==> src/rtl/gc_sequencer_if.sv <==
// Host/gc_imp-facing signal bundle for gc_sequencer; the sequencer takes the slave side.
interface gc_sequencer_if #(
    parameter int CNT_W = 8
);
    logic             go;
    logic             loop;
    logic             abort;
    logic             Actuator;
    logic             Start;
    logic             Sensor;
    logic             busy;
    logic             done;
    logic             err;
    logic [2:0]       err_step;
    logic [CNT_W-1:0] cycles;

    modport master (
        output go, loop, abort, Actuator,
        input  Start, Sensor, busy, done, err, err_step, cycles
    );

    modport slave (
        input  go, loop, abort, Actuator,
        output Start, Sensor, busy, done, err, err_step, cycles
    );
endinterface

==> src/rtl/gc_sequencer.sv <==
// Drives gc_imp through the ten-step Start/Sensor exercise, waiting (bounded) on Actuator at each handshake.
// All outputs registered; Actuator reaches the FSM through a 2-flop synchronizer (3-cycle response latency).
module gc_sequencer #(
    parameter int DELAY   = 5,
    parameter int TIMEOUT = 255,
    parameter int CNT_W   = 8
) (
    input  logic          clk,
    input  logic          rst,
    gc_sequencer_if.slave bus
);
    localparam int TMAX = (DELAY > TIMEOUT) ? DELAY : TIMEOUT;
    localparam int TW   = (TMAX > 1) ? $clog2(TMAX) : 1;
    localparam logic [TW-1:0]    DLY_LAST = TW'(DELAY - 1);
    localparam logic [TW-1:0]    TMO_LAST = TW'(TIMEOUT - 1);
    localparam logic [CNT_W-1:0] CNT_MAX  = '1;

    typedef enum logic [3:0] {
        IDLE, D_SENS1, D_START1, W_HI1, D_SENS0, W_LO1,
        D_SENS2, W_HI2, D_START0, D_SENS3, W_LO2
    } state_t;

    state_t           state_q, state_d;
    logic [TW-1:0]    timer_q, timer_d;
    logic             sync1_q, act_s_q;
    logic             start_q, start_d;
    logic             sensor_q, sensor_d;
    logic             busy_q, busy_d;
    logic             done_q, done_d;
    logic             err_q, err_d;
    logic [2:0]       err_step_q, err_step_d;
    logic [CNT_W-1:0] cycles_q, cycles_d;

    logic       is_delay, is_wait, want_hi, act_match;
    logic [2:0] wait_code;

    always_comb begin
        is_delay  = 1'b0;
        is_wait   = 1'b0;
        want_hi   = 1'b0;
        wait_code = 3'd0;
        case (state_q)
            D_SENS1, D_START1, D_SENS0,
            D_SENS2, D_START0, D_SENS3: is_delay = 1'b1;
            W_HI1: begin is_wait = 1'b1; want_hi = 1'b1; wait_code = 3'd1; end
            W_LO1: begin is_wait = 1'b1; want_hi = 1'b0; wait_code = 3'd2; end
            W_HI2: begin is_wait = 1'b1; want_hi = 1'b1; wait_code = 3'd3; end
            W_LO2: begin is_wait = 1'b1; want_hi = 1'b0; wait_code = 3'd4; end
            default: ;
        endcase
        act_match = want_hi ? act_s_q : ~act_s_q;
    end

    always_comb begin
        state_d    = state_q;
        timer_d    = timer_q + 1'b1;
        start_d    = start_q;
        sensor_d   = sensor_q;
        done_d     = 1'b0;
        err_d      = err_q;
        err_step_d = err_step_q;
        cycles_d   = cycles_q;

        if (state_q == IDLE) begin
            timer_d = '0;
            if (bus.go) begin
                err_d      = 1'b0;
                err_step_d = 3'd0;
                cycles_d   = '0;
                state_d    = D_SENS1;
            end
        end else if (bus.abort) begin
            state_d  = IDLE;
            start_d  = 1'b0;
            sensor_d = 1'b0;
        end else if (is_wait && timer_q == TMO_LAST) begin
            // a match arriving in the last allowed cycle still counts as a timeout
            state_d    = IDLE;
            start_d    = 1'b0;
            sensor_d   = 1'b0;
            err_d      = 1'b1;
            err_step_d = wait_code;
        end else if (is_wait && act_match) begin
            case (state_q)
                W_HI1:   state_d = D_SENS0;
                W_LO1:   state_d = D_SENS2;
                W_HI2:   state_d = D_START0;
                default: begin
                    if (cycles_q != CNT_MAX) cycles_d = cycles_q + 1'b1;
                    if (bus.loop) begin
                        state_d = D_SENS1;
                    end else begin
                        state_d = IDLE;
                        done_d  = 1'b1;
                    end
                end
            endcase
        end else if (is_delay && timer_q == DLY_LAST) begin
            case (state_q)
                D_SENS1:  begin sensor_d = 1'b1; state_d = D_START1; end
                D_START1: begin start_d  = 1'b1; state_d = W_HI1;    end
                D_SENS0:  begin sensor_d = 1'b0; state_d = W_LO1;    end
                D_SENS2:  begin sensor_d = 1'b1; state_d = W_HI2;    end
                D_START0: begin start_d  = 1'b0; state_d = D_SENS3;  end
                default:  begin sensor_d = 1'b0; state_d = W_LO2;    end
            endcase
        end

        if (state_d != state_q) timer_d = '0;
        busy_d = (state_d != IDLE);
    end

    always_ff @(posedge clk) begin
        if (rst) begin
            state_q    <= IDLE;
            timer_q    <= '0;
            sync1_q    <= 1'b0;
            act_s_q    <= 1'b0;
            start_q    <= 1'b0;
            sensor_q   <= 1'b0;
            busy_q     <= 1'b0;
            done_q     <= 1'b0;
            err_q      <= 1'b0;
            err_step_q <= 3'd0;
            cycles_q   <= '0;
        end else begin
            state_q    <= state_d;
            timer_q    <= timer_d;
            sync1_q    <= bus.Actuator;
            act_s_q    <= sync1_q;
            start_q    <= start_d;
            sensor_q   <= sensor_d;
            busy_q     <= busy_d;
            done_q     <= done_d;
            err_q      <= err_d;
            err_step_q <= err_step_d;
            cycles_q   <= cycles_d;
        end
    end

    assign bus.Start    = start_q;
    assign bus.Sensor   = sensor_q;
    assign bus.busy     = busy_q;
    assign bus.done     = done_q;
    assign bus.err      = err_q;
    assign bus.err_step = err_step_q;
    assign bus.cycles   = cycles_q;
endmodule

==> src/flat_wrapper.sv <==
// flat-port wrapper written by rule: the top's interface ports become plain ports
module gc_sequencer_flat 
#(
    parameter int DELAY   = 5,
    parameter int TIMEOUT = 255,
    parameter int CNT_W   = 8
)
  (clk, rst, bus_go, bus_loop, bus_abort, bus_Actuator, bus_Start, bus_Sensor, bus_busy, bus_done, bus_err, bus_err_step, bus_cycles);
  gc_sequencer_if #(.CNT_W(CNT_W)) bus_i ();
  input  logic clk;
  input  logic rst;
  input wire logic [$bits(bus_i.go)-1:0] bus_go;
  input wire logic [$bits(bus_i.loop)-1:0] bus_loop;
  input wire logic [$bits(bus_i.abort)-1:0] bus_abort;
  input wire logic [$bits(bus_i.Actuator)-1:0] bus_Actuator;
  output wire logic [$bits(bus_i.Start)-1:0] bus_Start;
  output wire logic [$bits(bus_i.Sensor)-1:0] bus_Sensor;
  output wire logic [$bits(bus_i.busy)-1:0] bus_busy;
  output wire logic [$bits(bus_i.done)-1:0] bus_done;
  output wire logic [$bits(bus_i.err)-1:0] bus_err;
  output wire logic [$bits(bus_i.err_step)-1:0] bus_err_step;
  output wire logic [$bits(bus_i.cycles)-1:0] bus_cycles;
  assign bus_i.go = bus_go;
  assign bus_i.loop = bus_loop;
  assign bus_i.abort = bus_abort;
  assign bus_i.Actuator = bus_Actuator;
  assign bus_Start = bus_i.Start;
  assign bus_Sensor = bus_i.Sensor;
  assign bus_busy = bus_i.busy;
  assign bus_done = bus_i.done;
  assign bus_err = bus_i.err;
  assign bus_err_step = bus_i.err_step;
  assign bus_cycles = bus_i.cycles;
  gc_sequencer #(.DELAY(DELAY), .TIMEOUT(TIMEOUT), .CNT_W(CNT_W)) u_core (.clk(clk), .rst(rst), .bus(bus_i));
endmodule
==> config.mk <==
export PLATFORM = sky130hd
export DESIGN_NAME = gc_sequencer_flat
export DESIGN_NICKNAME = d
export VERILOG_FILES = /design/src/rtl/gc_sequencer_if.sv /design/src/rtl/gc_sequencer.sv /design/src/flat_wrapper.sv
export SDC_FILE = /design/constraint.sdc
export NUM_CORES = 1
export LEC_CHECK = 0
export CORE_ASPECT_RATIO = 1.5
export CORE_MARGIN = 1.5
export CORE_UTILIZATION = 35
export CTS_CLUSTER_DIAMETER = 100
export DETAILED_ROUTE_END_ITERATION = 16
export PLACE_DENSITY = 0.54
export SETUP_SLACK_MARGIN = 0.3
export SYNTH_ARGS = -nofsm -noshare
export SYNTH_HDL_FRONTEND = slang
export SYNTH_SLANG_ARGS = --single-unit
==> constraint.sdc <==
create_clock -name clk -period 2.51 [get_ports clk]
set_input_delay 0.251 -clock clk [delete_from_list [all_inputs] [get_ports clk]]
set_output_delay 0.251 -clock clk [all_outputs]
set_load 0.02 [all_outputs]
==> impl_metrics.env, run 1 <==
export IMPL_nNetsFinal=249
export IMPL_htreeDepth=2
export IMPL_gr_total_overflow=0
export IMPL_setup_violations=0
export IMPL_syn_to_final_growth_pct=25.4
export IMPL_drive_gt1_frac=0.163
export IMPL_cts_hold_buf=0
export IMPL_setup_tns_ns=0
export IMPL_grt_start_max_net_pins=20
export IMPL_arrival_ns=2.34
export IMPL_timing_final_crit_share=0.843
export IMPL_grt_usage=0.182
export IMPL_cts_tree="yes"
export IMPL_wirelength_um=4520
export IMPL_post_route_util=0.452
export IMPL_cts_buffer_depth=2
export IMPL_synth_net_count=221
export IMPL_first_pass_iters=4
export IMPL_cts_num_sinks=30
export IMPL_synth_warning_count=0
export IMPL_insertion_delay_ns=0.29
export IMPL_leakage_nw=0.741
export IMPL_cpPeakStageDelay_ns=0.49
export IMPL_grt_pass1_wl_um=7280
export IMPL_yosysUniqueCellTypes=47
export IMPL_cts_root_buf="clkbuf_8"
export IMPL_path_cells="buf_4 -> nor4_4 -> buf_4 -> and2_1 -> a21oi_2 -> or4_1 -> a21oi_1"
export IMPL_irDropWorstVdd_mv=0.236
export IMPL_cp_slowest_cell="or4_1"
export IMPL_hold_violations=0
export IMPL_maxSlewViolCount=0
export IMPL_cp_max_fo=14
export IMPL_routedWlPerCell_um=14.8
export IMPL_gp_congestion=0.893
export IMPL_num_vias=1658
export IMPL_antenna_found_initial=0
export IMPL_ys_ff_latch=30
export IMPL_place_inst=297
export IMPL_cp_startpoint="u_core.state_q[3]"
export IMPL_fmax_ghz=0.473
export IMPL_final_common_cell="dfxtp_1"
export IMPL_crit_type="register to register"
export IMPL_syn_avg_cell_area_sq_um=8.16
export IMPL_final_cells=306
export IMPL_required_ns=2.73
export IMPL_critPathCaptureType="register"
export IMPL_fillerInstances=506
export IMPL_rr_startpoint="u_core.state_q[3]"
export IMPL_rsz0062_at_grt="false"
export IMPL_ys_async_sr_fraction=0
export IMPL_diodes=0
export IMPL_synth_area_sq_um=1720
export IMPL_power_density_nw_per_um2=473
export IMPL_fp_dieH_um=88.9
export IMPL_cap_violations=0
export IMPL_clk_pin_slew_ns=0.07
export IMPL_first_global_vias=1508
export IMPL_ioPinCount=22
export IMPL_dp_hpwl_um=3210
export IMPL_rows=31
export IMPL_die_area_sq_um=5360
export IMPL_start_util=0.361
export IMPL_core_sq_um=4770
export IMPL_fin_skew_ns=0.00467
export IMPL_cpMostUsedCell="buf_4"
export IMPL_final_cell_mix="27 x dfxtp_1, 21 x nor2_1, 21 x clkdlybuf4s50_1"
export IMPL_fin_crit_ns=2.12
export IMPL_die_x_um=60.3
export IMPL_syn_inst=211
export IMPL_drt_iter0_drc=47
export IMPL_multiInputGateArea_sq_um=1060
export IMPL_vias_per_cell=5.42
export IMPL_synth_edf_count=0
export IMPL_drtAntennaViolNets=0
export IMPL_hold_class="register to register"
export IMPL_worstMarginPinSlew_ns=0.504
export IMPL_cts_buffers_inserted=5
export IMPL_cp_start_kind="register"
export IMPL_ys_flop_type="dfxtp_1"
export IMPL_holdWs_ns=0.453
export IMPL_synth_seq_area_share=0.349
export IMPL_seqCellArea_sq_um=604
export IMPL_port_buffers=21
export IMPL_maxSlewHeadroom=0.664
export IMPL_drc=0
export IMPL_min_delay_start="u_core.sync1_q"
export IMPL_outcome="finished, final reports clean"
Yosys cell counts (4+ instances only):
library cell | count | share of area
dfxtp_1 | 30 | 0.35
nor2_1 | 24 | 0.052
a21oi_1 | 15 | 0.044
nand2_1 | 15 | 0.033
nor3_1 | 15 | 0.044
o21ai_0 | 11 | 0.032
nand3_1 | 9 | 0.026
inv_1 | 7 | 0.015
or3_1 | 6 | 0.022
clkbuf_1 | 5 | 0.011
xnor2_1 | 5 | 0.025
a21o_1 | 4 | 0.017
ha_1 | 4 | 0.029
mux2i_1 | 4 | 0.023
nand2b_1 | 4 | 0.015
flip-flops by register name, summed over array words and instances, names as in the netlist:
signal and cells:
u_core.act_s_q 1, u_core.bus.Sensor 1, u_core.bus.Start 1, u_core.bus.busy 1, u_core.bus.cycles 8, u_core.bus.done 1
u_core.bus.err 1, u_core.bus.err_step 3, u_core.state_q 4, u_core.sync1_q 1, u_core.timer_q 8
what timing repair did:
item / CTS / global route
pin swaps: 0 / 3
resized for setup: 2 / 7
cloned: 0 / 0
setup buffers: 0 / 1
setup endpoints to repair: 8 / 13
path summary, 6_finish.rpt:
path / to / cells after the start / slack (ns)
worst min register to register: u_core.act_s_q / 1 / 0.45
worst max-delay path: u_core.bus.cycles[7] / 7 / 0.39
worst max register to register: u_core.bus.cycles[7] / 7 / 0.39
worst min-delay path: u_core.act_s_q / 1 / 0.45
layer usage:
| metal | track usage | vias up | wire (um) |
|---|---|---|---|
| met1 | 0.212 | 809 | 1930 |
| met5 | 0 | - | 0 |
| met3 | 0.0347 | 10 | 129 |
| li1 | - | 814 | - |
| met2 | 0.307 | 25 | 2340 |
| met4 | 0.0970 | 0 | 119 |
stage by stage:
stage | total power, mW | cell area, sq um | setup slack [ns]
floorplan | 0.570 | 1720 | 0.642
global placement | 0.609 | 2030 | 0.343
detailed placement | 0.609 | 2030 | 0.314
CTS | 1.03 | 2120 | 0.311
global route | 1.06 | 2160 | 0.280
finish | 1.02 | 2160 | 0.395
where the power goes:
part / switching [mW] / total [mW] / internal, mW
registers: 0.00743 / 0.490 / 0.483
clock network: 0.195 / 0.416 / 0.221
logic: 0.0660 / 0.114 / 0.0482
kinds of logic (layout without fill, tap and decap cells):
| logic type | Yosys count | count (layout) | share of synthesized area |
|---|---|---|---|
| and+or+nand+nor | 95 | 95 | 0.286 |
| AOI/OAI and AO/OA | 52 | 52 | 0.222 |
| adders and majority gates | 4 | 4 | 0.0291 |
| muxes | 4 | 4 | 0.0233 |
| xor gates and xnor gates | 8 | 8 | 0.0407 |
| buffers and inverters | 18 | 47 | 0.0501 |
| DFF | 30 | 30 | 0.349 |
cell type report:
cell class,instances,share of cell area
tap,66,0.0383
clock buffer,7,0.0400
multi-input combinational,163,0.492
clock inverter,1,0.00232
sequential,30,0.280
timing repair buffer,32,0.136
inverter,7,0.0122
critical path, delay by kind of cell (launching register included):
kind | cells | cell delay [ns]
simple gates | 3 | 1.01
flops | 1 | 0.40
buf+inv | 2 | 0.38
compound gates | 2 | 0.26
(Power assumes the default switching activity.)
==> run 2, diff against run 1 <==
--- a/config.mk
+++ b/config.mk
@@ -10,7 +10,7 @@
 export CORE_UTILIZATION = 35
 export CTS_CLUSTER_DIAMETER = 100
 export DETAILED_ROUTE_END_ITERATION = 16
-export PLACE_DENSITY = 0.54
+export PLACE_DENSITY = 0.56
 export SETUP_SLACK_MARGIN = 0.3
 export SYNTH_ARGS = -nofsm -noshare
 export SYNTH_HDL_FRONTEND = slang
==> constraint.sdc (replaced) <==
create_clock -name clk -period 1.9 [get_ports clk]
set_input_delay 0.19 -clock clk [delete_from_list [all_inputs] [get_ports clk]]
set_output_delay 0.19 -clock clk [all_outputs]
set_load 0.02 [all_outputs]
==> run 2 against run 1 <==
The flow now finishes with violations (setup timing). Cell area is 34% higher. Clock-buffer cell count unchanged. Maximum frequency increased by 8.5%. Non-clock buffer count is 44 higher. Critical path type unchanged.
==> impl_metrics.env, run 2 (synthesis gave the netlist of run 1 again) <==
export IMPL_outcome="finished, violations left"
export IMPL_violations="setup timing"
export IMPL_fp_dieH_um=88.9
export IMPL_grt_usage=0.204
export IMPL_cts_buffers_inserted=5
export IMPL_setup_violations=8
export IMPL_drc=0
export IMPL_hold_violations=0
export IMPL_fin_area_sq_um=2880
export IMPL_rsz0062_at_grt="true"
export IMPL_port_buffers=21
export IMPL_start_util=0.361
export IMPL_leakage_nw=1.03
export IMPL_worstMarginPinSlew_ns=0.402
export IMPL_cts_buffer_depth=2
export IMPL_critPathCaptureType="register"
export IMPL_hold_path_depth=1
export IMPL_holdWs_ns=0.445
export IMPL_antenna_found_initial=0
export IMPL_routedWlPerCell_um=15.3
export IMPL_syn_to_final_growth_pct=67.4
export IMPL_fin_crit_ns=1.95
export IMPL_arrival_ns=2.16
export IMPL_drt_iter0_drc=60
export IMPL_num_vias=1850
export IMPL_die_x_um=60.3
export IMPL_grt_pass1_wl_um=8080
export IMPL_first_pass_iters=4
export IMPL_gp_congestion=0.849
export IMPL_clk_pin_slew_ns=0.07
export IMPL_insertion_delay_ns=0.28
export IMPL_cts_num_sinks=30
export IMPL_cp_start_kind="register"
export IMPL_top_usage_layer="met2"
export IMPL_crit_type="register to register"
export IMPL_gr_total_overflow=0
export IMPL_cap_violations=0
export IMPL_cts_root_buf="clkbuf_8"
export IMPL_final_cell_mix="42 x buf_4, 21 x clkdlybuf4s50_1, 19 x nor2_1, 19 x dfxtp_1"
export IMPL_nNetsFinal=293
export IMPL_die_area_sq_um=5360
export IMPL_diodes=0
export IMPL_cpPeakStageDelay_ns=0.52
export IMPL_vias_per_cell=5.29
export IMPL_placedInstanceArea_sq_um=2250
export IMPL_irDropWorstVdd_mv=0.536
export IMPL_drive_gt1_frac=0.472
export IMPL_htreeDepth=2
export IMPL_fillerInstances=414
export IMPL_drtAntennaViolNets=0
export IMPL_use_met3=0.0376
export IMPL_dp_hpwl_um=3610
export IMPL_core_sq_um=4770
export IMPL_required_ns=2.11
export IMPL_wirelength_um=5350
export IMPL_ioPinCount=22
export IMPL_timing_final_crit_share=1.03
export IMPL_power_mw=1.43
export IMPL_hold_class="register to register"
export IMPL_post_route_util=0.604
export IMPL_cp_max_fo=6
export IMPL_final_common_cell="buf_4"
export IMPL_use_met2=0.354
export IMPL_fin_skew_ns=0.0109
export IMPL_path_cells="or2_4 -> buf_6 -> a311oi_4 -> a21oi_4 -> or4_4 -> a21oi_2"
export IMPL_grt_start_max_net_pins=15
export IMPL_maxSlewHeadroom=0.732
export IMPL_rows=31
export IMPL_first_global_vias=1721
export IMPL_globalRouteMet1Util=0.226
export IMPL_cts_tree="yes"
export IMPL_cp_slowest_cell="or4_4"
export IMPL_worst_r2r_path_depth=6
export IMPL_power_density_nw_per_um2=496
export IMPL_setup_slack_ns=-0.0501
export IMPL_cts_hold_buf=0
export IMPL_fmax_ghz=0.513
export IMPL_maxSlewViolCount=0
==> run 2: worst max-delay path: cells and delay by family (launching register included) <==
family,cells,cell delay [ns]
simple gates,2,0.79
compound gates,3,0.58
flops,1,0.37
buf+inv,1,0.13
==> run 2: area by class of cell <==
| type | count | area [sq um] | area share |
|---|---|---|---|
| Sequential cell | 30 | 624 | 0.217 |
| Timing Repair Buffer | 76 | 672 | 0.233 |
| Clock inverter | 1 | 5.00 | 0.00174 |
| Clock buffer | 7 | 86.3 | 0.0299 |
| Inverter | 7 | 26.3 | 0.00911 |
| Multi-Input combinational cell | 163 | 1390 | 0.481 |
| Tap cell | 66 | 82.6 | 0.0286 |
==> run 2: power by group <==
group / total [mW] / leakage (nW) / switching (mW) / internal, mW
clock network: 0.547 / 0.0482 / 0.254 / 0.292
registers: 0.643 / 0.249 / 0.00898 / 0.634
logic: 0.241 / 0.737 / 0.124 / 0.117
==> run 2: stage by stage <==
| stage | worst slack (ns) | std cells | setup TNS (ns) |
|---|---|---|---|
| 6_report | -0.0501 | 350 | -0.185 |
| 4_1_cts | 0.0241 | 340 | 0 |
| 3_5_place_dp | -0.103 | 320 | -0.695 |
| 3_3_place_gp | -0.0391 | 320 | -0.254 |
| 2_1_floorplan | 0.125 | 211 | 0 |
| 5_1_grt | -0.100 | 350 | -0.922 |
==> run 2: repair_timing <==
action                                  4_1_cts  5_1_grt
pin swaps                                    22       20
endpoints found under the setup margin       25       27
gates resized for setup                      48       39
setup buffers                                12       10
==> run 2: final timing paths <==
kind	start	to	slack, ns
worst max register to register	u_core.state_q[2]	u_core.bus.cycles[7]	-0.05
worst max-delay path	u_core.state_q[2]	u_core.bus.cycles[7]	-0.05
worst min register to register	u_core.sync1_q	u_core.act_s_q	0.45
worst min-delay path	u_core.sync1_q	u_core.act_s_q	0.45
==> run 2: routing by layer <==
layer	vias to the layer above	wire [um]
met3	22	161
met5	-	0
li1	899	-
met2	43	2860
met4	0	262
met1	886	2060
==> run 3, diff against run 2 <==
--- a/config.mk
+++ b/config.mk
@@ -6,7 +6,7 @@
 export NUM_CORES = 1
 export LEC_CHECK = 0
 export CORE_ASPECT_RATIO = 1.5
-export CORE_MARGIN = 1.5
+export CORE_MARGIN = 1
 export CORE_UTILIZATION = 35
 export CTS_CLUSTER_DIAMETER = 100
 export DETAILED_ROUTE_END_ITERATION = 16
==> run 3 against run 2 <==
Worst setup slack lost 0.00086 ns. Global-route usage rose by 0.50 points. Cell area increased by 0.17%. Clock-buffer cell count stayed put. The run still ends with setup timing left. First-iteration DRC count up 28%. Highest routed layer unchanged. Sequential share of layout area shrank 0.17 points. Combinational power about the same. Maximum frequency is essentially flat. Largest cell class unchanged. Sequential cell count did not move. Clock skew is 0.0037 ns lower.
==> impl_metrics.env, run 3 (synthesis gave the netlist of run 1 again) <==
export IMPL_diodes=0
export IMPL_cts_buffers_inserted=5
export IMPL_cts_tree="yes"
export IMPL_cp_startpoint="u_core.state_q[0]"
export IMPL_first_global_vias=1786
export IMPL_cp_slowest_cell="dfxtp_4"
export IMPL_fin_skew_ns=0.00716
export IMPL_worstMarginPinSlew_ns=0.397
export IMPL_syn_to_final_growth_pct=67.7
export IMPL_dp_hpwl_um=3580
export IMPL_drc=0
export IMPL_cts_buffer_depth=2
export IMPL_num_vias=1850
export IMPL_first_pass_iters=4
export IMPL_drtAntennaViolNets=0
export IMPL_grt_usage=0.209
export IMPL_path_cells="or2b_4 -> o22ai_4 -> a211o_4 -> mux2i_4 -> o221ai_4 -> nor3_2"
export IMPL_maxSlewHeadroom=0.736
export IMPL_cpPeakStageDelay_ns=0.40
export IMPL_gp_congestion=0.926
export IMPL_hold_violations=0
export IMPL_routedWlPerCell_um=15.2
export IMPL_leakage_nw=1.05
export IMPL_rows=30
export IMPL_irDropWorstVdd_mv=0.396
export IMPL_drive_gt1_frac=0.446
export IMPL_htreeDepth=2
export IMPL_rr_startpoint="u_core.state_q[0]"
export IMPL_rsz0062_at_grt="true"
export IMPL_power_density_nw_per_um2=475
export IMPL_crit_type="register to register"
export IMPL_die_x_um=59.3
export IMPL_final_common_cell="buf_4"
export IMPL_setup_violations=12
export IMPL_vias_per_cell=5.24
export IMPL_core_sq_um=4620
export IMPL_cp_max_fo=8
export IMPL_insertion_delay_ns=0.28
export IMPL_fp_dieH_um=87.9
export IMPL_gr_total_overflow=0
export IMPL_outcome="finished, violations left"
export IMPL_antenna_found_initial=0
export IMPL_clk_pin_slew_ns=0.07
export IMPL_cts_root_buf="clkbuf_8"
export IMPL_fin_crit_ns=1.95
export IMPL_final_cell_mix="44 x buf_4, 22 x dfxtp_1, 21 x clkdlybuf4s50_1"
export IMPL_grt_pass1_wl_um=8160
export IMPL_die_area_sq_um=5210
export IMPL_fmax_ghz=0.513
export IMPL_arrival_ns=2.15
export IMPL_nNetsFinal=299
export IMPL_cp_num_buf_inv=0
export IMPL_drt_iter0_drc=77
export IMPL_setup_slack_ns=-0.0509
export IMPL_cap_violations=0
export IMPL_wirelength_um=5350
export IMPL_fin_area_sq_um=2890
export IMPL_timing_final_crit_share=1.03
export IMPL_critPathCaptureType="register"
export IMPL_ioPinCount=22
export IMPL_cp_start_kind="register"
export IMPL_min_delay_start="u_core.sync1_q"
export IMPL_placedInstanceArea_sq_um=2330
export IMPL_maxSlewViolCount=0
export IMPL_cp_top_family="compound AO/OA/AOI/OAI gates"
export IMPL_violations="setup timing"
export IMPL_power_mw=1.37
export IMPL_hold_class="register to register"
export IMPL_grt_start_max_net_pins=13
export IMPL_required_ns=2.10
export IMPL_port_buffers=21
export IMPL_cts_num_sinks=30
export IMPL_holdWs_ns=0.459
export IMPL_start_util=0.373
export IMPL_cts_hold_buf=0
run 3: what timing repair did:
item | in CTS | in global routing
gates resized for setup | 37 | 37
pin swaps | 20 | 23
buffers inserted | 8 | 12
setup endpoints to repair | 24 | 27
run 3: routing by layer:
| layer | share of wire | GRT usage | vias to the layer above |
|---|---|---|---|
| met1 | 0.37 | 0.225 | 882 |
| met4 | 0.032 | 0.108 | 0 |
| met5 | 0 | 0 | - |
| met2 | 0.56 | 0.375 | 37 |
| li1 | - | - | 915 |
| met3 | 0.035 | 0.0399 | 16 |
run 3: worst reg2reg max path, stage by stage, from the launching register on:
cell and delay (ns):
dfxtp_4 0.40, or2b_4 0.31, o22ai_4 0.28, a211o_4 0.24
mux2i_4 0.25, o221ai_4 0.21, nor3_2 0.16
run 3: path summary, 6_finish.rpt:
path	end	cells after the start	slack, ns
hold / removal	u_core.act_s_q	1	0.46
hold reg to reg	u_core.act_s_q	1	0.46
setup reg to reg	u_core.timer_q[1]	6	-0.05
setup / recovery	u_core.timer_q[1]	6	-0.05
run 3: area by class of cell:
class	instances	area (sq um)
timing repair buffer	82	758
clock buffer	7	76.3
tap	64	80.1
inverter	7	26.3
sequential	30	621
fill	418	1730
multi-input combinational	163	1330
run 3: per-stage QoR:
stage          worst slack [ns]   util  instances  setup TNS (ns)
2_1_floorplan             0.125      -        211               0
3_3_place_gp             -0.119  0.504        326          -0.848
3_5_place_dp             -0.124  0.504        326           -1.09
4_1_cts                -0.00380  0.566        341        -0.00598
5_1_grt                  -0.131  0.625        353           -1.52
6_report                -0.0509  0.625        353          -0.240
run 3: power by group:
| group | internal (mW) | switching, mW |
|---|---|---|
| clock network | 0.252 | 0.235 |
| logic | 0.121 | 0.120 |
| registers | 0.634 | 0.00951 |
